## config.mk

```make
export PLATFORM = sky130hd
export DESIGN_NAME = bpsk_demod
export DESIGN_NICKNAME = d
export VERILOG_FILES = /design/src/rtl/bpsk_demod.sv
export SDC_FILE = /design/constraint.sdc
export NUM_CORES = 1
export LEC_CHECK = 0
export BUFFER_PORTS_ARGS = -buffer_cell sky130_fd_sc_hd__buf_2
export CAP_MARGIN = 20
export CORE_MARGIN = 3
export CORE_UTILIZATION = 60
export DETAILED_ROUTE_END_ITERATION = 8
export PLACE_DENSITY_LB_ADDON = 0.08
export REMOVE_ABC_BUFFERS = 1
export SYNTH_ARGS = -nofsm -noshare
export SYNTH_HDL_FRONTEND = slang
export SYNTH_SLANG_ARGS = --single-unit
```

## constraint.sdc

```tcl
create_clock -name clk_sig -period 19.2 [get_ports clk_sig]
set_input_delay 1.92 -clock clk_sig [delete_from_list [all_inputs] [get_ports clk_sig]]
set_output_delay 1.92 -clock clk_sig [all_outputs]
set_load 0.03 [all_outputs]
```

## src/rtl/bpsk_demod.sv

```systemverilog
`default_nettype none
// ============================================================================
// Module      : bpsk_demod
// Description : Coherent BPSK receiver. It multiplies the received sample by the
//               local carrier, integrates the product over one symbol and
//               slices the sign of the result.
// Revision    : 1.0 - initial release
// ============================================================================
module bpsk_demod #(
   parameter int               DWIDTH = 16,
   parameter int               CWIDTH = 16,
   parameter int               SPS    = 1280,
   parameter int               ACC_W  = 48,
   parameter logic [ACC_W-1:0] THRESH = '0
) (
   input  logic                     clk_sig,
   input  logic                     rst_n,
   input  logic                     in_valid,
   input  logic signed [DWIDTH-1:0] rx_sig,
   input  logic signed [CWIDTH-1:0] carrier_sig,
   input  logic                     sym_sync,
   output logic                     bit_sig,
   output logic                     bit_valid,
   output logic signed [ACC_W-1:0]  soft_sig,
   output logic                     erase_sig
);

   localparam int                 c_PW    = DWIDTH + CWIDTH;
   localparam int                 c_CNT_W = $clog2(SPS);
   localparam logic [c_CNT_W-1:0] c_LAST  = c_CNT_W'(SPS - 1);

   logic signed [c_PW-1:0]  w_rx_ext;
   logic signed [c_PW-1:0]  w_car_ext;
   logic signed [c_PW-1:0]  w_prod;
   logic signed [ACC_W-1:0] w_prod_ext;
   logic signed [ACC_W-1:0] w_sum;
   logic signed [ACC_W-1:0] w_neg;
   logic        [ACC_W-1:0] w_abs;
   logic                    w_erase;
   logic                    w_bit;

   logic signed [c_PW-1:0]  r_prod;
   logic                    r_prod_v;
   logic                    r_sync;
   logic signed [ACC_W-1:0] r_acc;
   logic [c_CNT_W-1:0]      r_cnt;

   // Operands are widened first so the product keeps all DWIDTH+CWIDTH bits.
   assign w_rx_ext   = c_PW'(rx_sig);
   assign w_car_ext  = c_PW'(carrier_sig);
   assign w_prod     = w_rx_ext * w_car_ext;
   assign w_prod_ext = ACC_W'(r_prod);
   assign w_sum      = r_acc + w_prod_ext;
   assign w_neg      = -w_sum;
   assign w_abs      = w_sum[ACC_W-1] ? w_neg : w_sum;
   assign w_erase    = (w_abs <= THRESH);
   // A zero integral decides 0.
   assign w_bit      = !w_sum[ACC_W-1] && (w_sum != '0);

   always_ff @(posedge clk_sig) begin
      if (!rst_n) begin
         r_prod   <= '0;
         r_prod_v <= 1'b0;
         r_sync   <= 1'b0;
      end else begin
         if (in_valid) begin
            r_prod <= w_prod;
         end
         r_prod_v <= in_valid;
         r_sync   <= sym_sync & in_valid;
      end
   end

   always_ff @(posedge clk_sig) begin
      if (!rst_n) begin
         r_acc     <= '0;
         r_cnt     <= '0;
         bit_sig   <= 1'b0;
         bit_valid <= 1'b0;
         soft_sig  <= '0;
         erase_sig <= 1'b0;
      end else begin
         bit_valid <= 1'b0;
         if (r_prod_v) begin
            if (r_sync) begin
               r_acc <= w_prod_ext;
               r_cnt <= c_CNT_W'(1);
            end else if (r_cnt == c_LAST) begin
               soft_sig  <= w_sum;
               bit_sig   <= w_bit;
               erase_sig <= w_erase;
               bit_valid <= 1'b1;
               r_acc     <= '0;
               r_cnt     <= '0;
            end else begin
               r_acc <= w_sum;
               r_cnt <= r_cnt + c_CNT_W'(1);
            end
         end
      end
   end

endmodule
`default_nettype wire

```

# --- Word-level counts from Yosys, hierarchy flattened ---
# Index checks and enable logic that the tools add are counted.
classes:
  n_reduce_logical: 5
  n_eq_ne: 1
  muxes: 6
  order_cmp: 1
  addsub: 3
  n_mul: 1
  bitwise: 4
ops:
  columns: ["cell", "count"]
  rows:
  - ["$mux 48", 3]
  - ["$add 48x32->48", 1]
  - ["$le 48x1->1 const B", 1]
  - ["$neg 48->48", 1]
  - ["$reduce_bool 48->1", 1]
  - ["$mul 16x16->32", 1]
  - ["$mux 11", 2]
  - ["$add 11x1->11 const B", 1]
  - ["$eq 11x11->1 const B", 1]
  - ["$not 1->1", 3]
  - ["$reduce_and 3->1", 1]
  - ["$reduce_or 3->1", 1]
  - ["$and 1x1->1", 1]
  - ["$logic_and 1x1->1", 1]
  - ["$logic_not 1->1", 1]
  - ["$mux 1", 1]
word_totals:
  output_inout_bits: 51
  input_bits: 36
  regBits: 144

# --- Logic depth before layout (Yosys ltp) ---
depth:
  ltp_word: 4
  mapped_depth: 28
  mapped_depth_nobuf: 27

# --- Worst setup path before layout ---
# Ideal clock, no wire load.
synth_path:
  path_type: "input to register"
  from: "input port carrier_sig[1]"
  to: "register r_prod[31]"
  path_slack_ps: 10919
  arrival_ps: 8146
  t_required_ps: 19064
  path_stages: 26
  n_path_buf: 1
  path_cell_list: "clkbuf_1 nand2_1 fa_1 fa_1 fa_1 inv_1 fa_1 fa_1 inv_1 fa_1 inv_1 ha_1 a21o_1 a21oi_1 o21bai_1 a21oi_1 a2bb2oi_1 o311ai_0 a41oi_1 o21ai_0 a21oi_1 nor2_1 a2111oi_0 a21oi_1 xnor2_1 o22ai_1"
synth_between:
  elab_chain_cells: 1
synth_lines:
  columns: ["item", "line_no", "text"]
  rows:
  - ["start: declaration", "20", "input logic signed [CWIDTH-1:0] carrier_sig,"]
  - ["$mul 16x16->32", "51", "assign w_prod = w_rx_ext * w_car_ext;"]
  - ["end signal: assignment", "67", "r_prod <= w_prod;"]
  - ["end: declaration", "42", "logic signed [c_PW-1:0] r_prod;"]
# Every way passes these cells.
# A chain may end at the register's enable or synchronous reset.

# --- Worst setup path in the final report ---
layout_path:
  from: "input port rx_sig[5]"
  to: "register r_prod[31]"
layout_between:
  elab_chain_cells: 1
layout_lines:
  columns: ["item", "line_no", "text"]
  rows:
  - ["start: declaration", "19", "input logic signed [DWIDTH-1:0] rx_sig,"]
  - ["$mul 16x16->32", "51", null]
# Every way passes these cells.

==> metrics.yaml <==
hpwlAfterDp_um: 37590
pin_count: 87
grt_pass1_wl_um: 79390
grt_overflow_total: 0
post_drt_via_cell_ratio: 5.814
htree_num_levels: 4
synth-main-ff-cell: "sky130_fd_sc_hd__dfxtp_1"
maxUsedRoutingLayer: "met4"
antenna-diode-count: 0
dieArea_mm2: 0.03447
floorplan.initialDensity: 0.6107
proportion_of_power_drawn_by_flip_flops_and_latches: 0.090
power_density_mw_per_mm2: 198.8
dr_total_vias: 16070
first_global_vias: 16040
total_power_uw: 4085
final_net_count: 2778
synth_common_cells: "347 x sky130_fd_sc_hd__inv_1, 281 x sky130_fd_sc_hd__nand2_1, 263 x sky130_fd_sc_hd__fa_1"
final.min_clock_period_ns: 8.637
endpoint_kind: "flip-flop"
gr-usage-all-layers: 0.2831
regToRegSetupSlack_ns: 13.65
final.period_utilization: 0.4498
synth_cell_area_mm2: 0.01937
timing_hold_violations_final: 0
routed_wire_length_per_instance_um: 17.19
setup-violations-final: 0
share_of_the_synthesized_area_in_the_top_cell_type: 0.2718
share_comb_of_total_power: 0.830
post-synth-top-count-cell: "sky130_fd_sc_hd__inv_1"
syn-instance-count: 2344
pre_cts_ws_ns: 10.17
path_class: "in2reg"
min-delay-path-class: "reg2reg"
post_synth.cell_area_avg_um2: 8.263
synth-edff-count: 0
placementRows: 65
netlist.top_cell.by_area: "sky130_fd_sc_hd__fa_1"
cts_inserted_buffers: 17
post-route-drc-count: 0
power_switching_share: 0.5096
timing.critical_path.required_ns: 19.48
drv_slew: 0
worst_setup_path_start_kind: "primary input"
unrepaired_setup_endpoints_after_global_routing: "false"
clock_slew_seen_by_the_registers_of_the_worst_setup_and_hold_paths_ns: 0.05
synth.top_cells.by_area: "sky130_fd_sc_hd__fa_1 27%, sky130_fd_sc_hd__dfxtp_1 15%, sky130_fd_sc_hd__ha_1 8.4%"
timing.slew.headroom: 0.3452
grt_start_max_net_pins: 61
cp_data_arrival_time_ns: 8.92
routedLengthMet1_um: 22370
cts_tree: "yes"
power.switching_uw: 2081
status: "finished, final reports clean"
max_cap_viol_count: 0
share_clk_of_total_power: 0.081
holdBufCountCts: 0
layout-drive-gt1-share: 0.06647
clk-insertion-delay-late_ns: 0.44
cts_max_path_buffers: 2
core_area_mm2: 0.03172
postRouteWirelength_um: 47500
detailroute.wirelength.met3_um: 2602
ys_seq_elements: 144
layout_setup_ws_ns: 10.56
setup-tns-final_ns: 0
route.antenna.remaining_nets: 0
drt_iter0_drc: 970
tritoncts_num_sinks: 144
leakage_uw: 0.009734
buffer_count_from_post_cts_setup_fixing: 0
peak_supply_drop_mv: 0.1876
drt_pass1_iterations: 7
synth_warnings: 0
synth.yosys.seq_area_share: 0.1488
path_max_fanout: 16
floorplan.die.height_um: 185.7
flow.area_growth_from_synthesis_pct: 6.085
max_clock_freq_ghz: 0.1158
route.met2.wl_um: 21560
tightestPinTransition_ns: 0.9756
ys_async_sr_fraction: 0
cell_internal_pwr_uw: 2003
antenna_found_initial: 0
finalWeightedCongestion: 0.9192
portBuffers: 86
fin_worst_skew_ns: 0.01132
synthDistinctLibCells: 88
overall_die_width_um: 185.7
placed_cells_incl_taps: 2732
clock_tree.root_cell: "sky130_fd_sc_hd__clkbuf_16"
postCtsResizedCells: 0
post_layout_nonfiller_instances: 2764
[worst max-delay path: stages]
cell and delay [ns]:
sky130_fd_sc_hd__buf_2 0.33, sky130_fd_sc_hd__and2_1 0.21, sky130_fd_sc_hd__fa_1 0.45, sky130_fd_sc_hd__fa_1 0.49, sky130_fd_sc_hd__ha_1 0.21, sky130_fd_sc_hd__fa_1 0.48
sky130_fd_sc_hd__inv_1 0.05, sky130_fd_sc_hd__fa_1 0.49, sky130_fd_sc_hd__fa_1 0.50, sky130_fd_sc_hd__inv_1 0.04, sky130_fd_sc_hd__ha_1 0.21, sky130_fd_sc_hd__a2111oi_0 0.58
sky130_fd_sc_hd__nor3_1 0.16, sky130_fd_sc_hd__a211oi_1 0.49, sky130_fd_sc_hd__o311ai_0 0.34, sky130_fd_sc_hd__a41oi_1 0.38, sky130_fd_sc_hd__o21ai_0 0.19, sky130_fd_sc_hd__a21oi_1 0.22
sky130_fd_sc_hd__nor2_1 0.07, sky130_fd_sc_hd__a2111oi_0 0.64, sky130_fd_sc_hd__a21oi_1 0.17, sky130_fd_sc_hd__xnor2_1 0.21, sky130_fd_sc_hd__o22ai_1 0.09
[stage by stage]
step | hold WS, ns | instance area, um^2 | util
3_3_place_gp | 0.4362 | 19970 | 0.6295
3_5_place_dp | 0.4404 | 19970 | 0.6295
4_1_cts | 0.4480 | 20550 | 0.6478
6_report | 0.4452 | 20550 | 0.6478
2_1_floorplan | 0.4493 | 18920 | -
5_1_grt | 0.4687 | 20550 | 0.6478
[kinds of logic after synthesis]
group,count (synthesis),share of synthesized area
flip-flops,144,0.1488
XOR/XNOR,75,0.03391
buffers and inverters,461,0.09083
adder cells (fa/ha/maj),393,0.3558
multiplexers,28,0.01460
AO/OA/AOI/OAI,435,0.1502
AND/OR/NAND/NOR,808,0.2058
[area by class of cell]
type / instances / area (um^2)
timing repair buffer: 98 / 520.5
clock inverter: 11 / 131.4
inverter: 349 / 1311
tap: 402 / 503.0
multi-input combinational: 1739 / 14750
clock buffer: 21 / 450.4
fill: 2815 / 11170
sequential: 144 / 2884
[power by group through the flow]
stage          clock network [uW]  registers (uW)  logic [uW]
2_1_floorplan                   0             365        2730
3_3_place_gp                    0             370        3290
3_5_place_dp                    0             371        3370
4_1_cts                       335             365        3400
5_1_grt                       349             369        3920
6_report                      329             366        3390
[layer usage]
layer / vias to the layer above / global-route usage
li1: 7784 / -
met1: 7778 / 0.4029
met2: 451 / 0.4615
met3: 57 / 0.03518
met4: 0 / 0.07596
met5: - / 0
[worst paths after layout]
kind / from / to / cells after the start
worst max-delay path: rx_sig[5] / r_prod[31] / 23
worst min-delay path: bit_sig / bit_sig / 2
worst max register to register: r_prod[0] / erase_sig / 16
worst min register to register: bit_sig / bit_sig / 2
[placed cells by master (no fill, tap or decap), types with 20 or more instances in the layout]
cell	count
sky130_fd_sc_hd__inv_1	346
sky130_fd_sc_hd__nand2_1	281
sky130_fd_sc_hd__fa_1	263
sky130_fd_sc_hd__nor2_1	146
sky130_fd_sc_hd__a21oi_1	144
sky130_fd_sc_hd__dfxtp_1	143
sky130_fd_sc_hd__and2_1	135
sky130_fd_sc_hd__ha_1	130
sky130_fd_sc_hd__buf_2	86
sky130_fd_sc_hd__nor3_1	66
sky130_fd_sc_hd__o21ai_0	63
sky130_fd_sc_hd__xnor2_1	46
sky130_fd_sc_hd__nand3_1	34
sky130_fd_sc_hd__a21o_1	33
sky130_fd_sc_hd__a221oi_1	31
sky130_fd_sc_hd__xor2_1	29
sky130_fd_sc_hd__mux2i_1	26
sky130_fd_sc_hd__nand4_1	22
sky130_fd_sc_hd__and3_1	22
sky130_fd_sc_hd__nand2b_1	20
[state kept, by name, indices dropped and copies added, names as in the netlist]
signal and flops:
bit_sig 1, r_sync 1, r_prod 32, r_prod_v 1
soft_sig 48, bit_valid 1, r_cnt 11, erase_sig 1
r_acc 48
(Power assumes the default switching activity.)
